===== src/rtl/memory_access_unit.sv =====
// Load/store alignment stage: extracts and extends load data, merges store data into
// the addressed word with byte enables. Optional MAU_MISALIGN_CHECK_EN flags unaligned accesses.
module memory_access_unit (
    input  logic        clk,
    input  logic        rst_n,
    input  logic        valid_i,
    input  logic        is_store_i,
    input  logic [2:0]  function3,
    input  logic [1:0]  byte_off,
    input  logic [31:0] data_in,
    input  logic [31:0] old_word,
    output logic [31:0] data_out,
    output logic [3:0]  byte_en,
    output logic        valid_o,
    output logic        illegal_o,
    output logic        misaligned_o
);

    localparam int STAGES = 1;

    typedef struct packed {
        logic [31:0] data;
        logic [3:0]  be;
        logic        ill;
        logic        mis;
    } rsp_t;

    logic [1:0]  size;
    logic [1:0]  off;
    logic        illegal, mis_raw, misaligned, reject;
    logic [31:0] ld_shift, ld_val, st_data, merged;
    logic [3:0]  st_be, be_d;
    rsp_t        rsp_d, rsp_q;
    logic [STAGES:1] vld_pipe;

    assign size = function3[1:0];

    always_comb begin
        illegal = is_store_i ? (function3 > 3'b010)
                             : (size == 2'b11 || function3 == 3'b110);
        mis_raw = (size == 2'b01 && byte_off[0]) || (size == 2'b10 && byte_off != 2'b00);
`ifdef MAU_MISALIGN_CHECK_EN
        misaligned = mis_raw;
`else
        misaligned = 1'b0;
`endif
        reject = illegal | misaligned;
    end

    // Effective lane offset; halfword/word accesses are force-aligned.
    always_comb begin
        case (size)
            2'b00:   off = byte_off;
            2'b01:   off = {byte_off[1], 1'b0};
            default: off = 2'b00;
        endcase
    end

    always_comb begin
        ld_shift = data_in >> {off, 3'b000};
        case (size)
            2'b00:   ld_val = {{24{~function3[2] & ld_shift[7]}}, ld_shift[7:0]};
            2'b01:   ld_val = {{16{~function3[2] & ld_shift[15]}}, ld_shift[15:0]};
            default: ld_val = ld_shift;
        endcase
    end

    // Store data replicated across lanes; byte enables pick which copies land.
    always_comb begin
        case (size)
            2'b00: begin
                st_data = {4{data_in[7:0]}};
                st_be   = 4'b0001 << off;
            end
            2'b01: begin
                st_data = {2{data_in[15:0]}};
                st_be   = 4'b0011 << off;
            end
            default: begin
                st_data = data_in;
                st_be   = 4'b1111;
            end
        endcase
        be_d = (is_store_i && !reject) ? st_be : 4'b0000;
    end

    for (genvar i = 0; i < 4; i++) begin : g_lane
        assign merged[8*i +: 8] = be_d[i] ? st_data[8*i +: 8] : old_word[8*i +: 8];
    end

    always_comb begin
        rsp_d.data = is_store_i ? merged : (reject ? 32'h0 : ld_val);
        rsp_d.be   = be_d;
        rsp_d.ill  = illegal;
        rsp_d.mis  = misaligned;
    end

    always_ff @(posedge clk) begin
        if (!rst_n) begin
            vld_pipe <= '0;
            rsp_q    <= '0;
        end else begin
            vld_pipe[1] <= valid_i;
            if (valid_i) begin
                rsp_q <= rsp_d;
            end else begin
                // data holds its last value between requests
                rsp_q.be  <= 4'b0000;
                rsp_q.ill <= 1'b0;
                rsp_q.mis <= 1'b0;
            end
        end
    end

    assign valid_o      = vld_pipe[STAGES];
    assign data_out     = rsp_q.data;
    assign byte_en      = rsp_q.be;
    assign illegal_o    = rsp_q.ill;
    assign misaligned_o = rsp_q.mis;

endmodule


===== config.mk =====
export PLATFORM = sky130hd
export DESIGN_NAME = memory_access_unit
export DESIGN_NICKNAME = d
export VERILOG_FILES = /design/src/rtl/memory_access_unit.sv
export SDC_FILE = /design/constraint.sdc
export NUM_CORES = 1
export LEC_CHECK = 0
export ABC_AREA = 1
export CAP_MARGIN = 20
export CORE_UTILIZATION = 50
export DETAILED_ROUTE_END_ITERATION = 10
export PLACE_DENSITY = 0.87
export RECOVER_POWER = 25
export SETUP_SLACK_MARGIN = 0.02
export SYNTH_ARGS = -nofsm -noshare
export SYNTH_HDL_FRONTEND = slang
export SYNTH_SLANG_ARGS = --single-unit

===== constraint.sdc =====
create_clock -name clk -period 5.2 [get_ports clk]
set_clock_uncertainty 0.2 [all_clocks]
set_input_delay 1.04 -clock clk [delete_from_list [all_inputs] [get_ports clk]]
set_output_delay 1.04 -clock clk [all_outputs]
set_load 0.01 [all_outputs]

==> reports/results.tsv <==
stage	metric	value	unit
critical_path	Worst setup SP type	input port	
yosys	area leader, netlist	dfxtp_1	
power	Cell Pwr Density	217	mW/mm^2
yosys	largest cells by area after synthesis	dfxtp_1, nand2_1, nand3_1	
sta	RSZ-0062 raised after global routing	false	
critical_path	endpoint class of the critical path	flop	
place	Placer Congestion	1.06	
global_routing	global-route wire length before repair	20.5	mm
sta	Period minus WS final	3.35	ns
detailed_routing	Antenna Nets Post-Route	0	
detailed_routing	vias	4274	
global_routing	initial antenna violation count	0	
cells_and_area	commonest non-fill, non-tap cell in the layout	nand2_1	
die	die width	82.8	microns
power	VDD IR max	0.000157	V
clocking	htree depth	2	
clocking	clock sink count	38	
sta	Final TNS setup	0	ns
clocking	CTS Hold Buffers Added	0	
place	detailed placer's ending HPWL	9.35	mm
clocking	PostCTS Resize Cnt	0	
die	Initial Util	51.7	%
sta	WHS	0.324	ns
detailed_routing	1st-pass router iterations	5	
yosys	Mapped Cells	568	
die	Boundary Pins	112	
clocking	CTS root buf	clkbuf_8	
yosys	main flop type after synthesis	dfxtp_1	
yosys	Netlist cell types	28	
power	Leakage	2.13	nW
detailed_routing	DRT iter0 DRCs	452	
clocking	cts bufs inserted	5	
cells_and_area	Diodes inserted	0	
cells_and_area	commonest non-fill, non-tap cells in the layout	nand2_1, clkdlybuf4s50_1, nand3_1	
die	row count	29	
clocking	clk_lat worst skew	0.30	ns
flow_run	number of max-cap violations	0	
place	placed insts	722	
yosys	Syn Nets	641	
yosys	Synth top area share	23.3	%
global_routing	total gr overflow	0	
run_status	status	finished clean	
critical_path	WP data arrival	3.34	ns
sta	Setup Viol. Count Final	0	
yosys	register area share after synthesis	23.3	%
power	total power	0.955	mW
yosys	register bit count reported by yosys	38	
yosys	synthesized area	0.00326	sq mm
clocking	Clock transition at path regs	0.09	ns
die	Core ar.	0.00631	sq mm
place	# port buffers	110	
clocking	clk buf depth	2	
cells_and_area	fin nets	725	
sta	Slew HR	29.2	%
global_routing	largest net degree at the start of global routing	53	
detailed_routing	wire per inst	17.3	microns
die	Die Y-Extent	82.8	microns
sta	crit share post-route	64.4	%
yosys	Synth Warn #	0	
cells_and_area	share of layout cells above drive strength 1	5.67	%
min_path	min-delay worst type	reg2reg	
critical_path	crit path kind	in2reg	
yosys	Synth async-reset ratio	0	%
critical_path	maximum fanout along the worst path	33	
cells_and_area	final cell count without fillers	730	
yosys	Post-synth EDFFs	0	
detailed_routing	DRC errors left	0	
sta	fmax	299	MHz
detailed_routing	DR vias/cell	5.85	
clocking	CTS tree	built	
clocking	Setup Buffers After CTS	0	
sta	final hold vios	0	
yosys	post-synthesis area per instance	5.75	sq um
sta	final slew viol count	0	
global_routing	GRT Util Overall	37.2	%
detailed_routing	Routed WL	12.6	mm
critical_path	required time of the critical path	5.19	ns
cells_and_area	area grow syn2layout	35.0	%
sta	actual slew at the worst max-slew pin	1.06	ns
global_routing	vias in the first global route	4013	
die	die footprint	0.00686	sq mm
==> area by class of cell <==
class / instances / area (sq um)
Multi-Input combinational cell: 443 / 2100
Clock buffer: 5 / 68.8
Inverter: 51 / 191
Clock inverter: 3 / 68.8
Fill cell: 554 / 1910
Timing Repair Buffer: 113 / 1120
Tap cell: 77 / 96.3
Sequential cell: 38 / 761
==> cells in the mapped netlist (3+ instances only) <==
library cell	number
nand2_1	182
nand3_1	70
o21ai_0	55
a21oi_1	48
inv_1	45
nor2_1	44
dfxtp_1	38
clkbuf_1	13
buf_2	9
o211ai_1	9
buf_4	6
buf_6	6
nand2_2	6
o21ai_1	6
a21boi_0	5
inv_2	5
nand3_2	4
nand3_4	3
nor2_8	3
==> metal layers <==
metal	vias to the layer above	global-route usage (%)	share of wire, %
met1	1953	52.2	43
met5	-	0	0
met3	34	6.06	9.4
met2	273	57.8	45
li1	2014	-	-
met4	0	12.9	3.1
==> cell families (layout without fill, tap and decap cells) <==
| group | count (synthesis) | in the layout | synth area share [%] |
|---|---|---|---|
| other | 1 | 1 | 0.115 |
| and+or+nand+nor | 317 | 317 | 43.8 |
| DFF | 38 | 38 | 23.3 |
| buffers and inverters | 87 | 172 | 12.4 |
| AOI/OAI and AO/OA | 125 | 125 | 20.4 |
==> report_power, final <==
part | leakage (nW) | switching [mW] | internal [mW]
registers | 0.314 | 0.00900 | 0.311
logic | 1.74 | 0.182 | 0.135
clock network | 0.0683 | 0.125 | 0.193
==> flip-flops by register name, indices dropped and copies added (netlist names) <==
signal / count
data_out: 32
illegal_o: 1
byte_en: 4
valid_o: 1
==> worst paths after layout <==
check | startpoint | slack, ns | to | cells after the start
max reg2reg | data_out[7] | 4.31 | data_out[7] | 2
min | data_out[6] | 0.32 | data_out[6] | 2
max | function3[1] | 1.85 | data_out[28] | 11
min reg2reg | data_out[6] | 0.32 | data_out[6] | 2
==> critical path, cell delays in order <==
cell	delay (ns)
clkdlybuf4s50_1	0.49
buf_4	0.40
nor2_8	0.12
nand2_1	0.42
nand2_2	0.22
nor2_4	0.22
nand2_1	0.12
nand3_1	0.10
nand2_1	0.06
inv_1	0.07
a21oi_1	0.06
==> metrics by stage <==
| stage | util (%) | instance area (sq um) | setup slack [ns] |
|---|---|---|---|
| after CTS | 69.8 | 4410 | 1.91 |
| after detailed placement | 67.6 | 4270 | 1.61 |
| after global routing | 69.8 | 4410 | 1.63 |
| final | 69.8 | 4410 | 1.85 |
| after floorplan | - | 3260 | 2.82 |
| after global placement | 67.6 | 4270 | 1.62 |
(Power assumes the default switching activity.)
==> variant 1 (same settings) <==
`STAGES`: 1 -> 2.
--- a/src/rtl/memory_access_unit.sv
+++ b/src/rtl/memory_access_unit.sv
@@ -16,7 +16,7 @@
     output logic        misaligned_o
 );
 
-    localparam int STAGES = 1;
+    localparam int STAGES = 2;
 
     typedef struct packed {
         logic [31:0] data;
Check against the original RTL: not equivalent (Yosys sat finds a counterexample within 4 cycles, from zero or initial values and one cycle with rst_n low).
==> variant 1 against the original RTL <==
  * First-iteration DRC count is 32% higher
  * Sequential power down 3%
  * Non-clock buffer count shrank 1
  * Highest routed layer unchanged
  * Hold slack got worse by 0.0078 ns
  * Final area shrank 0.88%
  * Global-route usage rose by 0.48 points
  * Largest power group is now combinational logic
  * Setup slack got worse by 0.14 ns
  * Synthesized area decreased by 0.57%
  * Synthesized cell count grew 0.35%
  * Routed wire length up 1.0%
  * Total power fell by 5.1%
  * Critical endpoint is now data_out[17]
  * Sequential cell count down 1
==> variant 1: results <==
power_and_ir_drop:
  p_leak_nw: 2.097
  max-vdd-ir-drop_mv: 0.1519
  p_switching_mw: 0.3121
placed_design:
  buffer_ports.inserted: 109
  place_area_um2: 4249
  finalWeightedCongestion: 1.006
  detailedPlacementHpwl_mm: 9.263
setup_path:
  crit-reg2reg-launch: "data_out[29]"
  cp_max_stage_delay_ns: 0.63
  worst-endpoint-arrival_ns: 3.51
  critical_path.reg2reg.endpoint: "data_out[29]"
  critPathSlowestCell: "sky130_fd_sc_hd__inv_1"
  cp_max_fo: 34
  regToRegSetupSlack_ns: 4.28
worst_hold_path:
  hold_end: "data_out[4]"
  min_path_type: "flop to flop"
  worst_min_delay_path_startpoint: "data_out[4]"
  hold_path_depth: 2
clocking:
  register_clock_pin_slew_on_the_reported_worst_setup_and_hold_paths_ns: 0.08
  cts-htree-levels: 2
  cts-buffers-inserted: 5
  clock_network_latency_to_the_later_pin_of_the_worst_skew_pair_ns: 0.30
  maximum_buffer_depth_of_the_clock_tree: 2
cells_and_area:
  drive_above_1_share_pct: 5.810
  num-nets-final: 726
yosys:
  yosys-top-cells-area: "sky130_fd_sc_hd__dfxtp_1 23%, sky130_fd_sc_hd__nand2_1 21%, sky130_fd_sc_hd__nand3_1 11%"
  async_reset_ff_share_pct: 0
  synth.distinct_cells: 30
  leading_post_synthesis_cells_by_instance_count: "179 x sky130_fd_sc_hd__nand2_1, 71 x sky130_fd_sc_hd__nand3_1, 59 x sky130_fd_sc_hd__o21ai_0, 47 x sky130_fd_sc_hd__nor2_1"
  synth-seq-area-share_pct: 22.82
status:
  status: "complete, no violations"
global_route:
  vias_in_the_first_global_route: 3745
  antenna_found_initial: 0
  grt_first_pass_wirelength_mm: 18.66
  track_usage_pct: 37.71
  largest_net_degree_at_the_start_of_global_routing: 40
detailed_routing:
  met2_length_mm: 5.882
  detail_route.wirelength.met1_mm: 4.906
  avgViaCountPerCell: 5.952
  drt_iter0_drc: 595
  met3WireLength_mm: 1.398
  detailedRoute.firstPassIterationCount: 7
  wirelength_mm: 12.75
timing:
  worstMarginPinSlew_ns: 1.056
==> variant 1: cell types whose count changed after synthesis, sizes merged, moves of 2 or more <==
cell    unedited run  this run
buf               23        26
clkbuf            13        11
clkinv             1         3
nand2            189       186
nor2              50        53
==> variant 1: metal layers <==
layer  track usage (%)  vias up
li1                  -     2012
met1             47.03     1964
met2             60.66      319
met3             6.264       44
met4             22.59        0
met5                 0        -
==> variant 1: kinds of logic (layout without fill, tap and decap cells) <==
| family | count (synthesis) | after routing | share of synthesized area, % |
|---|---|---|---|
| AO/OA/AOI/OAI | 125 | 125 | 20.74 |
| buffers and inverters | 90 | 173 | 12.57 |
| flip-flops | 37 | 37 | 22.82 |
| other | 1 | 2 | 0.1155 |
| AND/OR/NAND/NOR | 317 | 317 | 43.75 |
==> variant 1: per-stage QoR <==
| step | worst slack (ns) | std cells | hold WS [ns] |
|---|---|---|---|
| final | 1.713 | 729 | 0.3160 |
| after global routing | 1.646 | 729 | 0.3530 |
| after CTS | 1.818 | 729 | 0.3247 |
| after detailed placement | 1.519 | 721 | 0.3029 |
| after global placement | 1.536 | 721 | 0.2897 |
| after floorplan | 2.807 | 571 | 0.3403 |
==> variant 1: how the worst max path moves through the flow <==
stage / startpoint / endpoint / slack (ns) / cells after the start
floorplan: function3[0] / data_out[24] / 2.81 / 11
detailed placement: function3[1] / data_out[17] / 1.52 / 11
global route: function3[1] / data_out[17] / 1.65 / 11
finish: function3[1] / data_out[17] / 1.71 / 11
CTS: function3[1] / data_out[17] / 1.82 / 11
global placement: function3[1] / data_out[17] / 1.54 / 11
==> variant 1: final cells by class <==
type                    instances  area [um^2]
clock inverters                 2        37.54
multi-input cells             444         2101
flip-flops and latches         37        740.7
fillers                       536         1727
well taps                      75        93.84
clock buffers                   6        82.58
repair buffers                112         1114
inverters                      53        200.2
==> variant 1: power by group through the flow <==
| stage | combinational (mW) | sequential (mW) | clock (mW) |
|---|---|---|---|
| finish | 0.319 | 0.312 | 0.274 |
| global route | 0.343 | 0.314 | 0.284 |
| CTS | 0.314 | 0.312 | 0.270 |
| detailed placement | 0.312 | 0.319 | 0 |
| global placement | 0.308 | 0.318 | 0 |
| floorplan | 0.162 | 0.327 | 0 |
==> variant 1: critical path, delay by kind of cell <==
| kind | cells | cell delay (ns) |
|---|---|---|
| and+or+nand+nor | 4 | 0.46 |
| AOI/OAI and AO/OA | 3 | 0.52 |
| buffers and inverters | 4 | 1.46 |
==> variant 2 (same settings) <==
Made on the original files. Make the reset (`rst_n`) asynchronous in one clocked block.
--- a/src/rtl/memory_access_unit.sv
+++ b/src/rtl/memory_access_unit.sv
@@ -95,7 +95,7 @@
         rsp_d.mis  = misaligned;
     end
 
-    always_ff @(posedge clk) begin
+    always_ff @(posedge clk or negedge rst_n) begin
         if (!rst_n) begin
             vld_pipe <= '0;
             rsp_q    <= '0;
Check against the original RTL: differs if rst_n is asserted again (counterexample within 4 cycles, from zero or initial values and one cycle with rst_n low); with rst_n held inactive, the same outputs for 10 cycles.
==> variant 2 against the original RTL <==
  * The flow now finishes with violations (max-capacitance violations, max-slew violations)
  * Count of clock-buffer cells in the layout did not move
  * Critical path depth fell by 2
  * Setup slack got worse by 0.28 ns
  * Final area rose by 3.7%
  * Maximum frequency fell by 7.8%
  * Sequential cell count did not move
  * Routed wire length fell by 7.7%
  * Total power rose by 7.1%
  * First-iteration DRC count fell by 19%
  * Register-to-register slack barely moved
  * Die area rose by 5.4%
  * Synthesized area rose by 5.6%
  * Highest routed layer unchanged
==> variant 2: results <==
placed_design:
  place_area_um2: 4436
  dpl_worst_slack_ns: 1.298
  finalWeightedCongestion: 0.9295
  detailedPlacementHpwl_mm: 8.612
cells_and_area:
  inverters_excl_clock: 47
  syn_to_final_growth_pct: 32.68
  seq_area_share_pct: 20.80
  layout.nonclk_buf_share_pct: 24.44
  multi_input_area_um2: 2088
  antenna-diode-count: 0
  final_core_utilization_pct: 70.39
  fill_cells: 552
  final-clk-cell-share_pct: 3.010
  multi_input_gates: 423
  layout.sequential_cells: 38
  num-nets-final: 701
power_and_ir_drop:
  max-vdd-ir-drop_mv: 0.1354
  p_leak_nw: 2.193
  cell_internal_pwr_mw: 0.6857
  pwr-share-seq_pct: 33.6
  report.power.total_mw: 1.023
yosys:
  postSynthNetCount: 614
  synth.cell_area_um2: 3446
  yosys_most_used_dff: "sky130_fd_sc_hd__dfrtp_1"
  synth_compound_area_share_pct: 20.26
  synth-seq-area-share_pct: 27.60
  yosys-top-cells-area: "sky130_fd_sc_hd__dfrtp_1 28%, sky130_fd_sc_hd__nand2_1 18%, sky130_fd_sc_hd__a21oi_1 8.7%"
  async_reset_ff_share_pct: 100.0
  synth_area_per_cell_um2: 6.369
global_route:
  track_usage_pct: 33.04
  vias_in_the_first_global_route: 3730
  grt_first_pass_wirelength_mm: 18.69
setup_path:
  cp_max_stage_delay_ns: 0.76
  crit-reg2reg-launch: "data_out[15]"
  cp_max_fo: 41
  worst-endpoint-arrival_ns: 3.61
  crit_path_start: "function3[0]"
  critical_path.reg2reg.endpoint: "data_out[15]"
clocking:
  clock_network_latency_to_the_later_pin_of_the_worst_skew_pair_ns: 0.29
  post_cts_resize_count: 0
  register_clock_pin_slew_on_the_reported_worst_setup_and_hold_paths_ns: 0.08
detailed_routing:
  vias: 3932
  drt_iter0_drc: 365
  avgViaCountPerCell: 5.569
worst_hold_path:
  worst_min_delay_path_startpoint: "data_out[0]"
  hold_end: "data_out[0]"
timing:
  holdWs_ns: 0.2853
  timing.final.max_slew_violations: 39
  relSlewSlack_pct: -41.38
status:
  violated_checks: "max-capacitance violations, max-slew violations"
  status: "finished with violations"
flow_run:
  max-cap-violations: 1
==> variant 2: cell types whose count changed after synthesis, sizes merged, moves of 5 or more <==
cell and change:
a21boi -5, a21oi +22, clkbuf -6, dfrtp +38, dfxtp -38, nand2 -7, nand3 -13, o211ai -8
o21ai -18, o21bai +8
==> variant 2: how the worst max path moves through the flow <==
stage | slack (ns) | to
after CTS | 1.63 | data_out[30]
after global placement | 1.40 | data_out[30]
after global routing | 1.43 | data_out[30]
after detailed placement | 1.30 | data_out[30]
after floorplan | 2.81 | data_out[24]
final | 1.57 | data_out[30]
==> variant 2: metal layers <==
metal	GRT usage, %	up-vias	wire (um)
met5	0	-	0
met1	43.63	1755	5008
met2	54.55	212	5425
met4	12.79	0	393
li1	-	1932	-
met3	4.961	33	820
==> variant 2: cell families (layout without fill, tap and decap cells) <==
group	count (synthesis)	after routing
AOI/OAI and AO/OA	123	123
other	1	1
buffers and inverters	80	168
DFF	38	38
and+or+nand+nor	299	299
